===== src/rtl/edge_fb_arbiter_if.sv =====
// Bundle of the writer, reader, RAM and status signals of edge_fb_arbiter.
// The slave modport is the arbiter side; master is the surrounding system.
interface edge_fb_arbiter_if #(
    parameter int PIXEL_BITS = 4,
    parameter int ADDR_BITS  = 17
);
    logic                  wrValid;
    logic [9:0]            wrX;
    logic [8:0]            wrY;
    logic [PIXEL_BITS-1:0] wrPixel;
    logic                  wrReady;
    logic                  rdReq;
    logic [9:0]            rdX;
    logic [8:0]            rdY;
    logic [PIXEL_BITS-1:0] rdData;
    logic                  rdDataValid;
    logic                  memEn;
    logic                  memWe;
    logic [ADDR_BITS-1:0]  memAddr;
    logic [PIXEL_BITS-1:0] memWdata;
    logic [PIXEL_BITS-1:0] memRdata;
    logic                  frameDone;
    logic                  wrOverflow;
    logic                  wrRangeErr;
    logic                  clrStatus;

    modport slave (
        input  wrValid, wrX, wrY, wrPixel, rdReq, rdX, rdY, memRdata, clrStatus,
        output wrReady, rdData, rdDataValid, memEn, memWe, memAddr, memWdata,
               frameDone, wrOverflow, wrRangeErr
    );

    modport master (
        output wrValid, wrX, wrY, wrPixel, rdReq, rdX, rdY, memRdata, clrStatus,
        input  wrReady, rdData, rdDataValid, memEn, memWe, memAddr, memWdata,
               frameDone, wrOverflow, wrRangeErr
    );
endinterface


===== src/rtl/edge_fb_arbiter.sv =====
// Single-port frame buffer arbiter: reads have strict priority with fixed
// two-cycle latency, writes are buffered in a small FIFO and drained into idle slots.
module edge_fb_arbiter #(
    parameter int WIDTH      = 320,
    parameter int HEIGHT     = 240,
    parameter int PIXEL_BITS = 4,
    parameter int FIFO_DEPTH = 4,
    parameter int ADDR_BITS  = 17
) (
    input  logic                 mainClk,
    input  logic                 nreset,
    edge_fb_arbiter_if.slave     bus
);
    localparam int unsigned PTR_BITS = $clog2(FIFO_DEPTH);
    localparam int unsigned CNT_BITS = PTR_BITS + 1;
    localparam logic [CNT_BITS-1:0]  DEPTH_C   = CNT_BITS'(FIFO_DEPTH);
    localparam logic [ADDR_BITS-1:0] WIDTH_A   = ADDR_BITS'(WIDTH);
    localparam logic [ADDR_BITS-1:0] LAST_ADDR = ADDR_BITS'(WIDTH * HEIGHT - 1);
    localparam logic [31:0]          WIDTH_U   = 32'(WIDTH);
    localparam logic [31:0]          HEIGHT_U  = 32'(HEIGHT);

    typedef enum logic [1:0] {GNT_IDLE, GNT_READ, GNT_WRITE} gnt_e;

    logic [ADDR_BITS-1:0]  fifo_addr_q [FIFO_DEPTH];
    logic [PIXEL_BITS-1:0] fifo_pix_q  [FIFO_DEPTH];

    gnt_e                  gnt_q, gnt_d;
    logic [PTR_BITS-1:0]   wr_ptr_q, wr_ptr_d, rd_ptr_q, rd_ptr_d;
    logic [CNT_BITS-1:0]   count_q, count_d;
    logic [ADDR_BITS-1:0]  mem_addr_q, mem_addr_d;
    logic [PIXEL_BITS-1:0] mem_wdata_q, mem_wdata_d;
    logic                  frame_done_q, frame_done_d;
    logic                  ovf_q, ovf_d, rerr_q, rerr_d;
    logic                  rd_cmd_q, rd_cmd_d, rd_cmd_inr_q, rd_cmd_inr_d;
    logic                  rd_valid_q, rd_valid_d, rd_inr_q, rd_inr_d;

    logic                  wr_in, rd_in, rd_hit, fifo_full, push, pop;
    logic [ADDR_BITS-1:0]  wr_addr, rd_addr;

    always_comb begin
        wr_in     = (32'(bus.wrX) < WIDTH_U) && (32'(bus.wrY) < HEIGHT_U);
        rd_in     = (32'(bus.rdX) < WIDTH_U) && (32'(bus.rdY) < HEIGHT_U);
        wr_addr   = ADDR_BITS'(bus.wrY) * WIDTH_A + ADDR_BITS'(bus.wrX);
        rd_addr   = ADDR_BITS'(bus.rdY) * WIDTH_A + ADDR_BITS'(bus.rdX);
        rd_hit    = bus.rdReq && rd_in;
        fifo_full = (count_q == DEPTH_C);
        // Full is judged on the pre-pop count, so a same-cycle drain never frees a slot.
        push      = bus.wrValid && wr_in && !fifo_full;
        pop       = !rd_hit && (count_q != '0);

        gnt_d       = rd_hit ? GNT_READ : (pop ? GNT_WRITE : GNT_IDLE);
        mem_addr_d  = mem_addr_q;
        mem_wdata_d = mem_wdata_q;
        case (gnt_d)
            GNT_READ:  mem_addr_d = rd_addr;
            GNT_WRITE: begin
                mem_addr_d  = fifo_addr_q[rd_ptr_q];
                mem_wdata_d = fifo_pix_q[rd_ptr_q];
            end
            default: ;
        endcase
        frame_done_d = pop && (fifo_addr_q[rd_ptr_q] == LAST_ADDR);

        wr_ptr_d = wr_ptr_q + PTR_BITS'(push);
        rd_ptr_d = rd_ptr_q + PTR_BITS'(pop);
        count_d  = count_q + CNT_BITS'(push) - CNT_BITS'(pop);

        ovf_d  = (ovf_q && !bus.clrStatus) || (bus.wrValid && wr_in && fifo_full);
        rerr_d = (rerr_q && !bus.clrStatus) || (bus.wrValid && !wr_in);

        rd_cmd_d     = bus.rdReq;
        rd_cmd_inr_d = rd_hit;
        rd_valid_d   = rd_cmd_q;
        rd_inr_d     = rd_cmd_inr_q;
    end

    always_ff @(posedge mainClk or negedge nreset) begin
        if (!nreset) begin
            gnt_q        <= GNT_IDLE;
            wr_ptr_q     <= '0;
            rd_ptr_q     <= '0;
            count_q      <= '0;
            mem_addr_q   <= '0;
            mem_wdata_q  <= '0;
            frame_done_q <= 1'b0;
            ovf_q        <= 1'b0;
            rerr_q       <= 1'b0;
            rd_cmd_q     <= 1'b0;
            rd_cmd_inr_q <= 1'b0;
            rd_valid_q   <= 1'b0;
            rd_inr_q     <= 1'b0;
        end else begin
            gnt_q        <= gnt_d;
            wr_ptr_q     <= wr_ptr_d;
            rd_ptr_q     <= rd_ptr_d;
            count_q      <= count_d;
            mem_addr_q   <= mem_addr_d;
            mem_wdata_q  <= mem_wdata_d;
            frame_done_q <= frame_done_d;
            ovf_q        <= ovf_d;
            rerr_q       <= rerr_d;
            rd_cmd_q     <= rd_cmd_d;
            rd_cmd_inr_q <= rd_cmd_inr_d;
            rd_valid_q   <= rd_valid_d;
            rd_inr_q     <= rd_inr_d;
        end
    end

    always_ff @(posedge mainClk) begin
        if (push) begin
            fifo_addr_q[wr_ptr_q] <= wr_addr;
            fifo_pix_q[wr_ptr_q]  <= bus.wrPixel;
        end
    end

    assign bus.memEn       = (gnt_q != GNT_IDLE);
    assign bus.memWe       = (gnt_q == GNT_WRITE);
    assign bus.memAddr     = mem_addr_q;
    assign bus.memWdata    = mem_wdata_q;
    assign bus.frameDone   = frame_done_q;
    assign bus.wrOverflow  = ovf_q;
    assign bus.wrRangeErr  = rerr_q;
    assign bus.wrReady     = (count_q < DEPTH_C);
    assign bus.rdDataValid = rd_valid_q;
    // RAM data arrives combinationally in the valid cycle; out-of-range reads return zero.
    assign bus.rdData      = rd_inr_q ? bus.memRdata : '0;
endmodule


===== src/flat_wrapper.sv =====
// flat-port wrapper written by rule: the top's interface ports become plain ports
module edge_fb_arbiter_flat 
#(
    parameter int WIDTH      = 320,
    parameter int HEIGHT     = 240,
    parameter int PIXEL_BITS = 4,
    parameter int FIFO_DEPTH = 4,
    parameter int ADDR_BITS  = 17
)
  (mainClk, nreset, bus_wrValid, bus_wrX, bus_wrY, bus_wrPixel, bus_rdReq, bus_rdX, bus_rdY, bus_memRdata, bus_clrStatus, bus_wrReady, bus_rdData, bus_rdDataValid, bus_memEn, bus_memWe, bus_memAddr, bus_memWdata, bus_frameDone, bus_wrOverflow, bus_wrRangeErr);
  edge_fb_arbiter_if #(.PIXEL_BITS(PIXEL_BITS), .ADDR_BITS(ADDR_BITS)) bus_i ();
  input  logic mainClk;
  input  logic nreset;
  input wire logic [$bits(bus_i.wrValid)-1:0] bus_wrValid;
  input wire logic [$bits(bus_i.wrX)-1:0] bus_wrX;
  input wire logic [$bits(bus_i.wrY)-1:0] bus_wrY;
  input wire logic [$bits(bus_i.wrPixel)-1:0] bus_wrPixel;
  input wire logic [$bits(bus_i.rdReq)-1:0] bus_rdReq;
  input wire logic [$bits(bus_i.rdX)-1:0] bus_rdX;
  input wire logic [$bits(bus_i.rdY)-1:0] bus_rdY;
  input wire logic [$bits(bus_i.memRdata)-1:0] bus_memRdata;
  input wire logic [$bits(bus_i.clrStatus)-1:0] bus_clrStatus;
  output wire logic [$bits(bus_i.wrReady)-1:0] bus_wrReady;
  output wire logic [$bits(bus_i.rdData)-1:0] bus_rdData;
  output wire logic [$bits(bus_i.rdDataValid)-1:0] bus_rdDataValid;
  output wire logic [$bits(bus_i.memEn)-1:0] bus_memEn;
  output wire logic [$bits(bus_i.memWe)-1:0] bus_memWe;
  output wire logic [$bits(bus_i.memAddr)-1:0] bus_memAddr;
  output wire logic [$bits(bus_i.memWdata)-1:0] bus_memWdata;
  output wire logic [$bits(bus_i.frameDone)-1:0] bus_frameDone;
  output wire logic [$bits(bus_i.wrOverflow)-1:0] bus_wrOverflow;
  output wire logic [$bits(bus_i.wrRangeErr)-1:0] bus_wrRangeErr;
  assign bus_i.wrValid = bus_wrValid;
  assign bus_i.wrX = bus_wrX;
  assign bus_i.wrY = bus_wrY;
  assign bus_i.wrPixel = bus_wrPixel;
  assign bus_i.rdReq = bus_rdReq;
  assign bus_i.rdX = bus_rdX;
  assign bus_i.rdY = bus_rdY;
  assign bus_i.memRdata = bus_memRdata;
  assign bus_i.clrStatus = bus_clrStatus;
  assign bus_wrReady = bus_i.wrReady;
  assign bus_rdData = bus_i.rdData;
  assign bus_rdDataValid = bus_i.rdDataValid;
  assign bus_memEn = bus_i.memEn;
  assign bus_memWe = bus_i.memWe;
  assign bus_memAddr = bus_i.memAddr;
  assign bus_memWdata = bus_i.memWdata;
  assign bus_frameDone = bus_i.frameDone;
  assign bus_wrOverflow = bus_i.wrOverflow;
  assign bus_wrRangeErr = bus_i.wrRangeErr;
  edge_fb_arbiter #(.WIDTH(WIDTH), .HEIGHT(HEIGHT), .PIXEL_BITS(PIXEL_BITS), .FIFO_DEPTH(FIFO_DEPTH), .ADDR_BITS(ADDR_BITS)) u_core (.mainClk(mainClk), .nreset(nreset), .bus(bus_i));
endmodule

===== config.mk =====
export PLATFORM = sky130hd
export DESIGN_NAME = edge_fb_arbiter_flat
export DESIGN_NICKNAME = d
export VERILOG_FILES = /design/src/rtl/edge_fb_arbiter_if.sv /design/src/rtl/edge_fb_arbiter.sv /design/src/flat_wrapper.sv
export SDC_FILE = /design/constraint.sdc
export NUM_CORES = 1
export LEC_CHECK = 0
export ABC_AREA = 1
export CORE_MARGIN = 2
export CORE_UTILIZATION = 50
export DETAILED_ROUTE_END_ITERATION = 7
export MAX_ROUTING_LAYER = met4
export PLACE_DENSITY = 0.78
export REMOVE_ABC_BUFFERS = 1
export SLEW_MARGIN = 30
export SYNTH_ARGS = -nofsm -noshare
export SYNTH_HDL_FRONTEND = slang
export SYNTH_SLANG_ARGS = --single-unit

===== constraint.sdc =====
create_clock -name mainClk -period 8.5 [get_ports mainClk]
set_input_delay 1.7 -clock mainClk [delete_from_list [all_inputs] [get_ports mainClk]]
set_output_delay 1.7 -clock mainClk [all_outputs]
set_load 0.01 [all_outputs]

; Word level (Yosys, flattened, before mapping)
; Memory sizes are Yosys's and may differ from the RTL's. A register that Yosys moved wholly into a read port is not among the register bits.
; Cells that the tools add are included.
[totals]
ff_bits = 33
ram_bits = 84
input_bits = 51
output_inout_bits = 32
elab_cells = 59
memories = 2
[op_classes]
n_addsub = 6
n_mul = 2
n_lt_le_gt_ge = 5
n_eq_ne = 5
n_mux = 6
reduce_logical = 21
[memory_table]
columns = name, depth, width, rd, rd_ports_with_merged_regs, wr, line
row1 = u_core.fifo_addr_q, 4, 17, 1, 0, 1, edge_fb_arbiter.sv:24  ; logic [ADDR_BITS-1:0] fifo_addr_q [FIFO_DEPTH];
row2 = u_core.fifo_pix_q, 4, 4, 1, 1, 1, edge_fb_arbiter.sv:25  ; logic [PIXEL_BITS-1:0] fifo_pix_q [FIFO_DEPTH];
[ops]
columns = operator, n
row1 = 17-bit by 10-bit adder with 17-bit output, 2
row2 = 17-bit case mux with 2 select lines, 1
row3 = 9-bit by 3-bit multiplier with 11-bit output (second input constant), 2
row4 = 10-bit by 9-bit less-than comparator with 1-bit output (second input constant), 2
row5 = 9-bit by 8-bit less-than comparator with 1-bit output (second input constant), 2
row6 = 17-bit == test (second input constant), 1
row7 = 1-bit logical AND, 11
row8 = 1-bit logical NOT, 5
row9 = 2-bit by 1-bit adder with 2-bit output, 2
row10 = 2-bit == test (second input constant), 2
row11 = 2-bit two-way mux, 2
row12 = 4-bit two-way mux, 1
row13 = 2-bit nonzero test, 2
row14 = 3-bit by 1-bit adder with 3-bit output, 1
row15 = 3-bit == test (second input constant), 1
row16 = 3-bit less-than comparator (second input constant), 1
row17 = 3-bit nonzero test, 1
row18 = 3-bit by 1-bit subtractor with 3-bit output, 1
row19 = 2-bit by 1-bit == test with 1-bit output (second input constant), 1
row20 = 1-bit logical OR, 2
row21 = 1-bit two-way mux, 2

; Depth between registers and ports, before layout
; Gate-level depths: netlist of run 1.
[depth]
word_depth = 9
ltp_mapped = 15
depth_no_buf = 15

; Worst setup path before layout of run 1
; Ideal clock, no wire load.
[synth_timing]
kind = input -> register
start = in bus_wrX[6]
end = mem u_core.fifo_addr_q[0][0], enable pin
setup_ns = 0.425
arrival_time_ns = 3.777
t_required_ns = 8.075
path_slack_ns = 4.297
path_stages = 6
path_buffers = 0
path_cell_list = o21ai_0 > o211a_1 > nand2_1 > nor2_1 > inv_1 > nor3_1
[synth_between]
elab_chain_len = 6
[synth_lines]
columns = item, line
row1 = from (decl), flat_wrapper.sv:15  ; input wire logic [$bits(bus_i.wrX)-1:0] bus_wrX;
row2 = 10-bit by 9-bit less-than comparator with 1-bit output, edge_fb_arbiter.sv:41  ; wr_in = (32'(bus.wrX) < WIDTH_U) && (32'(bus.wrY) < HEIGHT_U);
row3 = 1-bit logical AND, edge_fb_arbiter.sv:41
row4 = 1-bit logical AND (2 in series), edge_fb_arbiter.sv:48  ; push = bus.wrValid && wr_in && !fifo_full;
row5 = 1-bit two-way mux, edge_fb_arbiter.sv:110  ; if (push) begin
row6 = 1-bit two-way mux (implied by the code), edge_fb_arbiter.sv:111  ; fifo_addr_q[wr_ptr_q] <= wr_addr;
row7 = to (decl), edge_fb_arbiter.sv:24
; Every way passes these cells.

; Worst setup path in the final report of run 1
[layout_timing]
start = in bus_memRdata[3]
end = out bus_rdData[3]
[layout_between]
elab_chain_len = 1
[layout_lines]
columns = item, line
row1 = from (decl), flat_wrapper.sv:21  ; input wire logic [$bits(bus_i.memRdata)-1:0] bus_memRdata;
row2 = 4-bit two-way mux, edge_fb_arbiter.sv:126  ; assign bus.rdData = rd_inr_q ? bus.memRdata : '0;
row3 = to (decl), flat_wrapper.sv:24  ; output wire logic [$bits(bus_i.rdData)-1:0] bus_rdData;
; Every way passes these cells.

==> results of run 1 <==
Yosys cell counts, types with 5 or more instances:
cell	number	area [µm²]
buf_2	10	50.1
nand2_1	131	492
o211ai_1	6	45.0
nand3_1	23	115
a21oi_1	20	100
a32o_1	8	80.1
edfxtp_1	84	2520
nand4_1	9	56.3
a31oi_1	5	31.3
fa_1	5	100
ha_1	40	500
inv_1	48	180
dfrtp_1	36	901
o22ai_1	9	56.3
xor2_1	15	131
nor2_1	66	248
o21ai_0	40	200
xnor2_1	8	70.1
worst max-delay path, delay by kind of cell:
kind / cells / cell delay [ns]
buffers and inverters: 3 / 1.04
AND/OR/NAND/NOR: 1 / 0.05
power breakdown:
part	switching (µW)	internal (µW)	leakage, µW
clock	254	409	0.000267
combinational	468	327	0.00173
sequential	65.5	737	0.00119
state kept, by name (all words and copies together), names as in the netlist:
signal                  cells
u_core.bus.wrOverflow       1
u_core.bus.memWdata         4
u_core.rd_inr_q             1
u_core.bus.wrRangeErr       1
u_core.rd_cmd_q             1
u_core.bus.memAddr         17
u_core.gnt_q                2
u_core.rd_ptr_q             2
u_core.bus.rdDataValid      1
u_core.bus.frameDone        1
u_core.count_q              3
u_core.fifo_addr_q         68
u_core.wr_ptr_q             2
u_core.fifo_pix_q          16
area by class of cell:
class | count | area share, %
Sequential cell | 120 | 44.7
Multi-Input combinational cell | 409 | 31.9
Inverter | 51 | 2.50
Timing Repair Buffer | 87 | 11.1
Tap cell | 147 | 2.40
Clock buffer | 18 | 5.74
Clock inverter | 14 | 1.60
metal layers:
metal | global-route usage (%) | vias to the layer above | wire length (µm)
li1 | - | 2247 | -
met1 | 26.0 | 2215 | 5630
met2 | 36.4 | 194 | 6620
met3 | 4.66 | 26 | 850
met4 | 9.08 | 0 | 269
met5 | - | - | 0
cell families after synthesis:
| kind of cell | after synthesis | synth area share (%) |
|---|---|---|
| adders and majority gates | 45 | 9.80 |
| buffers and inverters | 68 | 4.62 |
| DFF | 120 | 55.9 |
| xor gates and xnor gates | 25 | 3.82 |
| and+or+nand+nor | 242 | 16.4 |
| AOI/OAI and AO/OA | 97 | 9.50 |
metrics by stage:
stage / std cells / setup slack, ns / total power, µW / util, %
3_3_place_gp: 814 / 3.97 / 1570 / 59.1
5_1_grt: 846 / 3.96 / 2390 / 63.7
3_5_place_dp: 814 / 3.87 / 1590 / 59.1
2_1_floorplan: 580 / 4.30 / 1270 / -
6_report: 846 / 4.02 / 2260 / 63.7
4_1_cts: 846 / 4.01 / 2270 / 63.7
worst max-delay path by stage:
stage	slack [ns]	to
after floorplan	4.30	u_core.fifo_addr_q[0][0]
after CTS	4.01	bus_rdData[3]
after global routing	3.96	bus_rdData[2]
after detailed placement	3.87	u_core.count_q[2]
final	4.02	bus_rdData[3]
after global placement	3.97	u_core.count_q[2]
==> impl_metrics.yaml, run 1 <==
run_status:
  status: "finished clean"
sta:
  max_clock_freq_mhz: 223
  min_period_over_period_pct: 52.7
  maxSlewHeadroom_pct: 43.0
  holdWs_ns: 0.385
  fin_skew_ns: 0.00843
  maxSlewViolCount: 0
  finalCriticalPeriod_ns: 4.48
  tns_ns: 0
  tightest_slew_ns: 0.850
  rsz0062_at_grt: "no"
  finalSetupViolCount: 0
  hold_viol: 0
yosys:
  synth_seq_cells: 120
  syn_area_per_cell_um2: 10.3
  synth.yosys.seq_area_share_pct: 55.9
  ys.flop_type: "edfxtp_1"
  synth_edf_count: 84
  syn_area_um2: 6130
  ys_types: 39
  netlist_instances: 597
  async_flop_share_pct: 30.0
  yosys_warnings: 0
global_routing:
  grt_use_total_pct: 21.9
  antenna_found_initial: 0
  grt_max_degree: 45
  grt_pass1_wl_um: 21400
  grt_pass1_vias: 4551
  grt-ovfl-total: 0
setup_path:
  r2r_end: "u_core.count_q[2]"
  path_class: "in -> out"
  reg2reg_depth: 9
  r2r_setup_slack_ns: 5.77
  cp.required_ns: 6.80
  worst_setup_path_start_kind: "primary input"
  critical-path-slowest-cell: "clkdlybuf4s50_1"
  path_max_fanout: 1
  r2r-start: "u_core.count_q[2]"
  critical_path_arrival_ns: 2.78
  critPathMaxStageDelay_ns: 0.53
  crit_top_cell: "clkdlybuf4s50_1"
  startpoint: "bus_memRdata[3]"
  path_cells: "clkdlybuf4s50_1 -> nand2_1 -> inv_1 -> clkdlybuf4s50_1"
  crit_path_end_kind: "primary output"
die:
  die_width_um: 115
  start_util_pct: 51.0
  die-area_um2: 13200
  die_y_um: 115
  placementRows: 40
  core_area_um2: 12000
  io-pin-count: 83
place:
  port_buffers: 82
  hpwl_um: 9230
  place_area_um2: 7090
  gp_congestion: 0.882
pwr:
  peakVddDrop_v: 0.000160
  pwr_density_cell_nw_per_um2: 295
  leakage_uw: 0.00318
cells_and_area:
  drive_gt1_share_pct: 7.15
  stdcell_area_um2: 7650
  num-fill-cells: 974
  register_area_um2: 3420
  syn_to_final_growth_pct: 24.9
  multi_input_area_um2: 2440
  final_common_cell: "nand2_1"
  layout_common_cells: "131 x nand2_1, 84 x edfxtp_1, 81 x clkdlybuf4s50_1, 66 x nor2_1, 47 x inv_1"
  finalNetCount: 782
  diodes: 0
detailed_routing:
  drt-initial-drc-count: 385
  wl_per_cell_um: 15.8
  antenna_left: 0
  vias: 4682
  drt-total-wl_um: 13400
  vias_per_cell: 5.53
  first_pass_iters: 7
  drc: 0
clock_tree:
  cts_setup_buffers: 0
  cts_max_level: 4
  clk_pin_slew_ns: 0.05
  cts_made_buffers: 17
  cts_tree: "built"
  holdBufCountCts: 0
  cts.repair.resized: 0
  cts_num_sinks: 120
  clk_path_buf_depth: 2
  root_buffer: "clkbuf_16"
  clkLatencyLatePin_ns: 0.41
flow_run:
  drv_cap: 0
hold_path:
  hold_depth: 0
  hp-start: "u_core.rd_cmd_q"
  hold_path.class: "reg -> reg"
  holdPathEnd: "u_core.bus.rdDataValid"
Note: power is estimated with default switching activity, not from simulation.
==> inputs of run 2 (changes only) <==
clock period = 4.7 ns   (was 8.5 ns; I/O delays follow)
==> run 2 against run 1 <==
Effect of this change:
- first-iteration DRC count increased by 9.9%
- power is 84% higher
- sequential share of layout area is 0.16 points lower
- largest cell class unchanged
- global-route usage grew 0.29 points
- die area did not move
- routed wire length increased by 2.0%
- critical path depth is 8 higher
- sequential power increased by 82%
- core utilization grew 0.23 points
- clock power is 89% higher
- worst setup slack lost 2.6 ns
==> impl_metrics.yaml, run 2 (synthesis results as in run 1) <==
setup_path:
  critical_path_arrival_ns: 3.53
  r2r_setup_slack_ns: 2.19
  cp.required_ns: 4.91
  path_max_fanout: 4
  worst_setup_path_start_kind: "primary input"
  reg2reg_depth: 7
  r2r-start: "u_core.rd_ptr_q[1]"
  r2r_end: "u_core.bus.frameDone"
  crit_path_end_kind: "register"
  path_class: "in -> reg"
sta:
  finalCriticalPeriod_ns: 3.32
  finalSetupViolCount: 0
  maxSlewHeadroom_pct: 35.9
  tns_ns: 0
  hold_viol: 0
  tightest_slew_ns: 0.961
  maxSlewViolCount: 0
  holdWs_ns: 0.365
  fin_skew_ns: 0.0122
  min_period_over_period_pct: 70.6
  rsz0062_at_grt: "no"
  max_clock_freq_mhz: 301
detailed_routing:
  vias_per_cell: 5.54
  drt-met1-wl_um: 5730
  drt-total-wl_um: 13600
  wl_met2_um: 6940
  vias: 4691
  met3WireLength_um: 802
  drt-initial-drc-count: 423
  routed.top_layer: "met4"
  wl_per_cell_um: 16.1
  antenna_left: 0
  first_pass_iters: 6
  drc: 0
die:
  die-area_um2: 13200
  io-pin-count: 83
  die_y_um: 115
  core_area_um2: 12000
  placementRows: 40
  start_util_pct: 51.0
  die_width_um: 115
clock_tree:
  cts_made_buffers: 17
  cts.repair.resized: 0
  cts_num_sinks: 120
  root_buffer: "clkbuf_16"
  clk_pin_slew_ns: 0.05
  cts_setup_buffers: 0
  clk_path_buf_depth: 2
  holdBufCountCts: 0
  clkLatencyLatePin_ns: 0.42
  cts_max_level: 4
  cts_tree: "built"
global_routing:
  antenna_found_initial: 0
  grt-ovfl-total: 0
  grt_pass1_wl_um: 21800
  grt_use_total_pct: 22.2
  grt_pass1_vias: 4575
  grt_max_degree: 44
cells_and_area:
  drive_gt1_share_pct: 6.86
  register_area_um2: 3420
  syn_to_final_growth_pct: 25.4
  num-fill-cells: 946
  layout_common_cells: "131 x nand2_1, 84 x edfxtp_1, 81 x clkdlybuf4s50_1, 66 x nor2_1, 48 x inv_1"
  multi_input_area_um2: 2440
  final_common_cell: "nand2_1"
  top_register: "u_core.fifo_addr_q"
  diodes: 0
  largest_register_ffs: 68
  finalNetCount: 783
pwr:
  p_total_uw: 4160
  peakVddDrop_v: 0.000323
  pwr_density_cell_nw_per_um2: 542
  leakage_uw: 0.00319
hold_path:
  hold_path.class: "reg -> reg"
  hold_depth: 0
  holdPathEnd: "u_core.bus.rdDataValid"
  hp-start: "u_core.rd_cmd_q"
flow_run:
  drv_cap: 0
place:
  gp_congestion: 0.863
  port_buffers: 82
  hpwl_um: 9440
run_status:
  status: "finished clean"
==> run 2: worst max-delay path: stages <==
cell	delay [ns]
clkdlybuf4s50_1	0.46
ha_1	0.32
ha_1	0.29
ha_1	0.35
nand2_1	0.06
o21ai_0	0.31
nand3_2	0.14
nor2_1	0.13
nand2_1	0.09
nor2_1	0.10
nand2_1	0.06
xor2_1	0.26
==> run 2: final cells by class <==
cell class	count	area share, %
multi-input combinational	409	31.8
clock buffer	21	5.99
tap	147	2.39
inverter	51	2.49
timing repair buffer	88	11.2
clock inverter	11	1.58
sequential	120	44.6
==> run 2: report_power, final <==
| part | total [µW] | internal, µW | leakage (µW) | switching [µW] |
|---|---|---|---|---|
| sequential | 1460 | 1330 | 0.00119 | 123 |
| clock | 1250 | 806 | 0.000275 | 444 |
| combinational | 1450 | 594 | 0.00173 | 860 |
==> run 2: stage by stage <==
step / cells / instance area [µm²] / util [%] / worst slack, ns
4_1_cts: 847 / 7680 / 64.0 / 1.42
3_3_place_gp: 815 / 7100 / 59.1 / 1.07
2_1_floorplan: 580 / 6040 / - / 1.26
6_report: 847 / 7680 / 64.0 / 1.38
5_1_grt: 847 / 7680 / 64.0 / 1.18
3_5_place_dp: 815 / 7100 / 59.1 / 1.00
==> run 2: layer usage <==
layer	track usage, %	up-vias
li1	-	2243
met1	26.2	2251
met2	37.9	181
met3	4.92	16
met4	6.99	0
met5	-	-
==> run 2: worst max path at each step <==
stage / from / to / depth (start not counted) / slack (ns)
6_report: bus_wrY[1] / u_core.fifo_addr_q[2][16] / 12 / 1.38
5_1_grt: bus_wrY[1] / u_core.fifo_addr_q[3][16] / 12 / 1.18
4_1_cts: bus_wrY[1] / u_core.fifo_addr_q[2][16] / 12 / 1.42
3_5_place_dp: bus_wrY[1] / u_core.fifo_addr_q[1][16] / 12 / 1.00
3_3_place_gp: bus_wrY[1] / u_core.fifo_addr_q[0][16] / 12 / 1.07
2_1_floorplan: bus_wrX[6] / u_core.fifo_addr_q[0][0] / 6 / 1.26
==> inputs of run 3 (changes only) <==
PLACE_DENSITY = 0.81   (was 0.78)
clock period = 2.9 ns   (was 4.7 ns; I/O delays follow)
==> run 3 against run 2 <==
Effect of this change:
- sequential power rose by 59%
- register-to-register slack got worse by 1.6 ns
- flip-flop and latch count did not move
- clock power rose by 63%
- via count rose by 3.2%
==> impl_metrics.yaml, run 3 (synthesis results as in run 1) <==
setup_path:
  cp.depth: 15
  critical_path_arrival_ns: 3.05
  path_max_fanout: 4
  critPathMaxStageDelay_ns: 0.58
  reg2reg_depth: 9
  worst_setup_path_start_kind: "primary input"
  r2r_setup_slack_ns: 0.60
  cp.required_ns: 3.21
  crit_path_end_kind: "register"
  path_buf_inv: 2
  path_class: "in -> reg"
  r2r-start: "u_core.count_q[2]"
  crit_top_cell: "nand2_1"
  r2r_end: "u_core.count_q[2]"
  path_cells: "clkdlybuf4s50_1 -> ha_1 -> ha_1 -> fa_2 -> nand2_1 -> inv_1 -> nand4_1 -> nand2_1 -> nand3_2 -> nor2_2 -> nand2_1 -> nand2_1 -> nand3_1 -> nand2_1 -> nand2_1"
  critical-path-slowest-cell: "fa_2"
  crit_family: "adder cells"
global_routing:
  grt_max_degree: 44
  grt_pass1_vias: 4954
  grt_pass1_wl_um: 23300
  grt_use_total_pct: 23.7
  antenna_found_initial: 0
  grt-ovfl-total: 0
detailed_routing:
  vias_per_cell: 5.45
  drt-total-wl_um: 14200
  wl_per_cell_um: 16.0
  drc: 0
  antenna_left: 0
  drt-initial-drc-count: 379
  first_pass_iters: 5
  vias: 4840
flow_run:
  drv_cap: 0
pwr:
  peakVddDrop_v: 0.000528
  pwr_density_cell_nw_per_um2: 852
  leakage_uw: 0.00343
clock_tree:
  clk_pin_slew_ns: 0.06
  clkLatencyLatePin_ns: 0.42
  cts_setup_buffers: 0
  cts_num_sinks: 120
  cts.repair.resized: 0
  cts_max_level: 4
  cts_made_buffers: 17
  holdBufCountCts: 0
  clk_path_buf_depth: 2
  cts_tree: "built"
  root_buffer: "clkbuf_16"
sta:
  fin_skew_ns: 0.00719
  min_period_over_period_pct: 94.4
  finalCriticalPeriod_ns: 2.74
  holdWs_ns: 0.264
  maxSlewHeadroom_pct: 44.2
  max_clock_freq_mhz: 365
  hold_viol: 0
  maxSlewViolCount: 0
  finalSetupViolCount: 0
  tightest_slew_ns: 0.837
  tns_ns: 0
place:
  port_buffers: 82
  gp_congestion: 0.871
  hpwl_um: 10100
die:
  die-area_um2: 13200
  io-pin-count: 83
  placementRows: 40
  core_area_um2: 12000
  die_width_um: 115
  start_util_pct: 51.0
  die_y_um: 115
cells_and_area:
  num-fill-cells: 900
  final_common_cell: "nand2_1"
  largest_register_ffs: 68
  top_register: "u_core.fifo_addr_q"
  drive_gt1_share_pct: 13.2
  syn_to_final_growth_pct: 31.8
  layout_common_cells: "131 x nand2_1, 84 x edfxtp_1, 81 x clkdlybuf4s50_1, 65 x nor2_1, 48 x inv_1"
  finalNetCount: 824
  diodes: 0
hold_path:
  hold_path.class: "in -> async"
run_status:
  status: "finished clean"
-- run 3: report_power, final --
part           leakage, µW  switching, µW  internal (µW)
Sequential         0.00119            164           2160
Combinational      0.00194           1450           1070
Clock             0.000297            797           1240
-- run 3: worst max-delay path by stage --
stage | from | slack, ns | to
2_1_floorplan | bus_wrX[6] | -0.18 | u_core.fifo_addr_q[0][0]
3_3_place_gp | bus_wrY[1] | -0.24 | u_core.fifo_addr_q[3][16]
3_5_place_dp | bus_wrY[1] | -0.29 | u_core.fifo_addr_q[2][16]
4_1_cts | bus_wrY[1] | 0.06 | u_core.fifo_addr_q[1][14]
5_1_grt | bus_wrY[1] | -0.01 | u_core.fifo_addr_q[0][15]
6_report | bus_rdY[3] | 0.16 | u_core.bus.memAddr[15]
-- run 3: final cells by class --
| class | instances | area [µm²] | share of cell area, % |
|---|---|---|---|
| tap | 147 | 184 | 2.28 |
| clock inverter | 12 | 100 | 1.24 |
| multi-input combinational | 409 | 2470 | 30.5 |
| clock buffer | 20 | 489 | 6.06 |
| inverter | 51 | 191 | 2.37 |
| sequential | 120 | 3420 | 42.4 |
| timing repair buffer | 129 | 1220 | 15.1 |
-- run 3: routing by layer --
layer | track usage, % | share of wire (%)
met1 | 27.2 | 40
met2 | 40.0 | 52
met3 | 5.45 | 6.0
met4 | 10.3 | 2.2
met5 | - | 0
-- run 3: through the flow --
| stage | cell area [µm²] | utilization (%) | worst slack (ns) | instances | total power (µW) |
|---|---|---|---|---|---|
| CTS | 8050 | 67.0 | 0.0588 | 888 | 6890 |
| floorplan | 6040 | - | -0.183 | 580 | 3720 |
| finish | 8070 | 67.2 | 0.162 | 888 | 6880 |
| global route | 8070 | 67.2 | -0.0123 | 888 | 7280 |
| global placement | 7460 | 62.1 | -0.240 | 856 | 4710 |
| detailed placement | 7460 | 62.1 | -0.291 | 856 | 4820 |
